`config.mk`:
```
export PLATFORM = sky130hd
export DESIGN_NAME = rf_bypass_sb_flat
export DESIGN_NICKNAME = d
export VERILOG_FILES = /design/src/rtl/rf_bypass_sb_if.sv /design/src/rtl/rf_bypass_sb.sv /design/src/flat_wrapper.sv
export SDC_FILE = /design/constraint.sdc
export NUM_CORES = 1
export LEC_CHECK = 0
export ABC_AREA = 1
export CAP_MARGIN = 20
export CORE_MARGIN = 2
export CORE_UTILIZATION = 34
export DETAILED_ROUTE_END_ITERATION = 6
export PLACE_DENSITY = 0.59
export SLEW_MARGIN = 20
export SYNTH_ARGS = -nofsm -noshare
export SYNTH_HDL_FRONTEND = slang
export SYNTH_SLANG_ARGS = --single-unit
```
`constraint.sdc`:
```
create_clock -name clk -period 6.6 [get_ports clk]
set_input_delay 1.32 -clock clk [delete_from_list [all_inputs] [get_ports clk]]
set_output_delay 1.32 -clock clk [all_outputs]
set_load 0.05 [all_outputs]
```
`src/rtl/rf_bypass_sb_if.sv`:
```
// rtl/rf_bypass_sb_if.sv - decode/writeback bus for the bypassing register file
interface rf_bypass_sb_if #(
  parameter int WIDTH = 16,
  parameter int SEL_W = 3
);
  logic [SEL_W-1:0] rd1_sel;
  logic [SEL_W-1:0] rd2_sel;
  logic [SEL_W-1:0] wr_sel;
  logic [WIDTH-1:0] wr_data;
  logic             wr_en;
  logic             pend_set_en;
  logic [SEL_W-1:0] pend_sel;
  logic [WIDTH-1:0] rd1_data;
  logic [WIDTH-1:0] rd2_data;
  logic             rd1_pend;
  logic             rd2_pend;
  logic             err;

  modport master (
    output rd1_sel, rd2_sel, wr_sel, wr_data, wr_en, pend_set_en, pend_sel,
    input  rd1_data, rd2_data, rd1_pend, rd2_pend, err
  );

  modport slave (
    input  rd1_sel, rd2_sel, wr_sel, wr_data, wr_en, pend_set_en, pend_sel,
    output rd1_data, rd2_data, rd1_pend, rd2_pend, err
  );
endinterface

```
`src/rtl/rf_bypass_sb.sv`:
```
// rtl/rf_bypass_sb.sv - 2R1W register file with write bypass and pending scoreboard
module rf_bypass_sb #(
  parameter int WIDTH = 16,
  parameter int NREGS = 8,
  parameter int SEL_W = 3
) (
  input logic           clk,
  input logic           rst,
  rf_bypass_sb_if.slave bus
);
  logic [WIDTH-1:0] regs [NREGS];
  logic [NREGS-1:0] reg_en;
  logic [NREGS-1:0] pend;
  logic [NREGS-1:0] pend_set;
  logic [NREGS-1:0] pend_next;
  logic             err;
  logic             waw;
  logic             byp1;
  logic             byp2;

  // Enables are gated before the compare so an undriven select is harmless when idle.
  always_comb begin
    reg_en   = '0;
    pend_set = '0;
    for (int i = 0; i < NREGS; i++) begin
      reg_en[i]   = bus.wr_en && (bus.wr_sel == SEL_W'(i));
      pend_set[i] = bus.pend_set_en && (bus.pend_sel == SEL_W'(i));
    end
  end

  // Set overrides the retiring write's clear; a set on a still-pending entry is a WAW.
  assign pend_next = (pend & ~reg_en) | pend_set;
  assign waw       = |(pend_set & pend & ~reg_en);

  always_ff @(posedge clk or posedge rst) begin
    if (rst) begin
      for (int i = 0; i < NREGS; i++) begin
        regs[i] <= '0;
      end
      pend <= '0;
      err  <= 1'b0;
    end else begin
      for (int i = 0; i < NREGS; i++) begin
        if (reg_en[i]) begin
          regs[i] <= bus.wr_data;
        end
      end
      pend <= pend_next;
      if (waw) begin
        err <= 1'b1;
      end
    end
  end

  assign byp1 = bus.wr_en && (bus.wr_sel == bus.rd1_sel);
  assign byp2 = bus.wr_en && (bus.wr_sel == bus.rd2_sel);

  assign bus.rd1_data = byp1 ? bus.wr_data : regs[bus.rd1_sel];
  assign bus.rd2_data = byp2 ? bus.wr_data : regs[bus.rd2_sel];
  assign bus.rd1_pend = pend[bus.rd1_sel] && !byp1;
  assign bus.rd2_pend = pend[bus.rd2_sel] && !byp2;
  assign bus.err      = err;
endmodule

```
`src/flat_wrapper.sv`:
```
// flat-port wrapper written by rule: the top's interface ports become plain ports
module rf_bypass_sb_flat 
#(
  parameter int WIDTH = 16,
  parameter int NREGS = 8,
  parameter int SEL_W = 3
)
  (clk, rst, bus_rd1_sel, bus_rd2_sel, bus_wr_sel, bus_wr_data, bus_wr_en, bus_pend_set_en, bus_pend_sel, bus_rd1_data, bus_rd2_data, bus_rd1_pend, bus_rd2_pend, bus_err);
  rf_bypass_sb_if #(.WIDTH(WIDTH), .SEL_W(SEL_W)) bus_i ();
  input logic clk;
  input logic rst;
  input wire logic [$bits(bus_i.rd1_sel)-1:0] bus_rd1_sel;
  input wire logic [$bits(bus_i.rd2_sel)-1:0] bus_rd2_sel;
  input wire logic [$bits(bus_i.wr_sel)-1:0] bus_wr_sel;
  input wire logic [$bits(bus_i.wr_data)-1:0] bus_wr_data;
  input wire logic [$bits(bus_i.wr_en)-1:0] bus_wr_en;
  input wire logic [$bits(bus_i.pend_set_en)-1:0] bus_pend_set_en;
  input wire logic [$bits(bus_i.pend_sel)-1:0] bus_pend_sel;
  output wire logic [$bits(bus_i.rd1_data)-1:0] bus_rd1_data;
  output wire logic [$bits(bus_i.rd2_data)-1:0] bus_rd2_data;
  output wire logic [$bits(bus_i.rd1_pend)-1:0] bus_rd1_pend;
  output wire logic [$bits(bus_i.rd2_pend)-1:0] bus_rd2_pend;
  output wire logic [$bits(bus_i.err)-1:0] bus_err;
  assign bus_i.rd1_sel = bus_rd1_sel;
  assign bus_i.rd2_sel = bus_rd2_sel;
  assign bus_i.wr_sel = bus_wr_sel;
  assign bus_i.wr_data = bus_wr_data;
  assign bus_i.wr_en = bus_wr_en;
  assign bus_i.pend_set_en = bus_pend_set_en;
  assign bus_i.pend_sel = bus_pend_sel;
  assign bus_rd1_data = bus_i.rd1_data;
  assign bus_rd2_data = bus_i.rd2_data;
  assign bus_rd1_pend = bus_i.rd1_pend;
  assign bus_rd2_pend = bus_i.rd2_pend;
  assign bus_err = bus_i.err;
  rf_bypass_sb #(.WIDTH(WIDTH), .NREGS(NREGS), .SEL_W(SEL_W)) u_core (.clk(clk), .rst(rst), .bus(bus_i));
endmodule
```
==> parameters.txt <==
Parameter                              Value

Power
  Post-route total power    2850 µW
  Cell Int Power    1910 µW
  Power Density    303 nW/µm²
  Clock power share    0.363
  Peak ir drop on the vdd network    0.176 mV
  Switching share of total power    0.330
  Leakage power summed over all cells    0.00451 µW
  Sequential Power Share    0.385
  Relative contribution of combinational cells to total power    0.252
  Net switching power    941 µW

Floorplanning
  Die W    157 µm
  Chip Height    157 µm
  IO Pins    67
  Initial Utilization    0.344
  Std cell rows    56
  Placeable core area    23300 µm²
  Overall die area    24800 µm²

Worst setup path
  Cell family contributing the most delay on the critical path    buffers and inverters
  Path type of the worst setup path    input port to output port
  CP peak stage delay    0.82 ns
  Critical register-to-register path startpoint    u_core.pend[5]
  Kind of end point of the critical path    output port
  Required time of the critical path    5.28 ns
  Path depth of the worst reg2reg path    4
  WP buf/inv    5
  Worst EP arrival    4.05 ns
  Cell chain of the critical path    clkdlybuf4s50_1 -> buf_4 -> inv_4 -> nand2_1 -> o21ai_1 -> nor2_2 -> nand2_4 -> inv_4 -> nand2_1 -> nand2_1 -> clkdlybuf4s50_1
  Critical path launch point type    input port
  Highest-delay cell along the critical path    sky130_fd_sc_hd__clkdlybuf4s50_1
  Count of cell instances traversed by the critical path    11
  Largest driver fanout on the critical path    19
  Startpoint of the most critical setup path    bus_rd2_sel[2]
  Most Frequent Cell on Critical Path    sky130_fd_sc_hd__nand2_1

Timing
  Period utilisation layout    0.814
  Count of endpoints failing setup in the final report    0
  Final-report max-slew violation count    0
  Worst rel slew slack    0.315
  Clock Skew    0.00255 ns
  Total negative slack for setup checks    0 ns
  Hold violation total from the final report    0
  Final worst path period need    5.37 ns
  Maximum operating frequency    0.186 GHz
  Setup repair after global routing missed its margin    false
  Transition time at the pin with the least slew margin    1.03 ns

Synthesis
  Post-synthesis cell type count    20
  Count of mapped cells out of synthesis    1140
  Main area contributors after synthesis    sky130_fd_sc_hd__dfrtp_1 43%, sky130_fd_sc_hd__nand2_1 17%, sky130_fd_sc_hd__o21ai_0 11%, sky130_fd_sc_hd__nand3_1 8.9%, sky130_fd_sc_hd__o211ai_1 5.6%
  Top cell type's share of synthesized area    0.428
  Average cell area after synthesis    7.02 µm²
  Seq cells post-synth    137
  Seq/Total Area, Yosys    0.428
  Post-Synthesis Cell Area    8000 µm²
  EDFF count, synth    0
  Yosys top cell by area    sky130_fd_sc_hd__dfrtp_1
  Async SR Flop Fraction    1.00
  Count of yosys warnings during synthesis    0
  Syn_nets    1172
  Post-synth top flop    sky130_fd_sc_hd__dfrtp_1

Detailed routing
  Final ANT Viol Nets    0
  Drt total wl    25800 µm
  Initial DRC count    735
  Routed wire length per instance    17.2 µm
  TritonRoute pass-1 iters    5
  Number of vias in the routed layout    7795
  Vias per inst    5.22
  Detailed-route DRC error count    0

Placement
  Port bufs    66
  Number of cells after detailed placement    1462
  HPWL after DPL    15900 µm
  Cell area after placement    8780 µm²
  Final estimated routing congestion in global placement    0.797

Worst hold path
  Startpoint of the most critical hold path    u_core.regs[32]
  Worst hold stages    2
  Path type of the worst min-delay path    register to register

CTS
  Post-cts repair resize count    0
  Clock slew seen by the registers of the worst setup and hold paths    0.06 ns
  Clock sinks    137
  Root buffer selected by CTS    sky130_fd_sc_hd__clkbuf_16
  Maximum level of the CTS H-tree    4
  Post-CTS Repair Setup Buffers    0
  TritonCTS clock tree    done
  Clock buffer count from CTS    17
  Maximum count of clock buffers along a single path    2
  Count of hold buffers inserted by post-cts repair    0
  Insertion delay to the later sink of the worst-skew pair    0.42 ns

Global route
  Wire length of the first global-routing pass    41600 µm
  Vias in the first global route    7569
  Maximum number of pins on one net before global-route repair    102
  Total Routing Usage GR    0.219
  Gr ovfl total    0
  Antenna violations before repair    0

Final layout
  Post-route cell area    9410 µm²
  Post-route non-filler standard cell count    1494
  Antenna cells    0
  Share of layout cells above drive strength 1    0.0502
  Total of fill cells in the finished design    2516
  Syn-to-layout area delta    17.6%
  Nets    1194

Status
  Outcome    complete, no violations

Flow run
  Maximum capacitance violations    0
## through the flow
step | hold WS, ns | utilization | setup slack (ns)
finish | 0.484 | 0.405 | 1.23
CTS | 0.488 | 0.405 | 1.25
detailed placement | 0.473 | 0.377 | 1.26
global route | 0.502 | 0.405 | 1.11
global placement | 0.466 | 0.377 | 1.25
floorplan | 0.453 | - | 1.61
## cells by family (layout without fill, tap and decap cells)
| group | count (synthesis) | in the layout | share of synthesized area |
|---|---|---|---|
| flops | 137 | 137 | 0.428 |
| simple gates | 538 | 538 | 0.277 |
| buf+inv | 190 | 225 | 0.103 |
| compound gates | 273 | 273 | 0.189 |
| xor+xnor | 2 | 2 | 0.00219 |
## layout by cell type (no fill, tap or decap), types with 17 or more instances in the layout
| master | Yosys | routed |
|---|---|---|
| sky130_fd_sc_hd__o21ai_0 | 173 | 173 |
| sky130_fd_sc_hd__nand2_1 | 364 | 364 |
| sky130_fd_sc_hd__nand3_1 | 142 | 142 |
| sky130_fd_sc_hd__nor2_1 | 27 | 27 |
| sky130_fd_sc_hd__a21oi_1 | 34 | 34 |
| sky130_fd_sc_hd__buf_4 | 8 | 18 |
| sky130_fd_sc_hd__o211ai_1 | 60 | 60 |
| sky130_fd_sc_hd__inv_1 | 106 | 105 |
| sky130_fd_sc_hd__clkdlybuf4s50_1 | 0 | 62 |
| sky130_fd_sc_hd__clkbuf_16 | 0 | 17 |
| sky130_fd_sc_hd__dfrtp_1 | 137 | 137 |
## layout make-up
class                           instances  area (µm²)  share of cell area
Tap cell                              319         399              0.0424
Inverter                              111         432              0.0459
Sequential cell                       137        3430               0.364
Timing Repair Buffer                   82         766              0.0814
Clock buffer                           24         492              0.0523
Clock inverter                          8         140              0.0149
Multi-Input combinational cell        813        3750               0.399
## Yosys cell counts, types with 6 or more instances
library cell,instances
sky130_fd_sc_hd__inv_1,106
sky130_fd_sc_hd__buf_2,29
sky130_fd_sc_hd__buf_4,8
sky130_fd_sc_hd__a21oi_1,34
sky130_fd_sc_hd__nand3_1,142
sky130_fd_sc_hd__o21ai_1,6
sky130_fd_sc_hd__dfrtp_1,137
sky130_fd_sc_hd__o211ai_1,60
sky130_fd_sc_hd__nand2_1,364
sky130_fd_sc_hd__o21ai_0,173
sky130_fd_sc_hd__nor2_1,27
sky130_fd_sc_hd__clkbuf_1,37
## power groups by stage
| stage | logic (µW) | registers [µW] | clock network, µW |
|---|---|---|---|
| after floorplan | 519 | 1080 | 0 |
| after global placement | 706 | 1110 | 0 |
| after global routing | 810 | 1120 | 1090 |
| final | 718 | 1100 | 1030 |
| after detailed placement | 717 | 1110 | 0 |
| after CTS | 720 | 1100 | 1060 |
## routing by layer
metal / track usage / vias to the layer above / share of wire
met5: 0 / - / 0
met4: 0.0645 / 0 / 0.016
met3: 0.0421 / 29 / 0.073
met2: 0.329 / 310 / 0.44
met1: 0.318 / 3673 / 0.47
li1: - / 3783 / -
## tightest hold or removal path, stage by stage (launching register included)
cell and delay (ns):
sky130_fd_sc_hd__dfrtp_1 0.34, sky130_fd_sc_hd__nand2_1 0.05, sky130_fd_sc_hd__o21ai_0 0.06
## path summary, 6_finish.rpt
kind / end / slack [ns]
min reg2reg: u_core.regs[32] / 0.48
max in group asynchronous: u_core.regs[124] / 4.05
min: u_core.regs[32] / 0.48
max: bus_rd2_data[3] / 1.23
min in group asynchronous: u_core.regs[33] / 1.50
max reg2reg: u_core.bus.err / 5.70
## registers in the layout, indices dropped and copies added, names as in the netlist
register and cells:
u_core.bus.err 1, u_core.pend 8, u_core.regs 128
(Power assumes the default switching activity.)
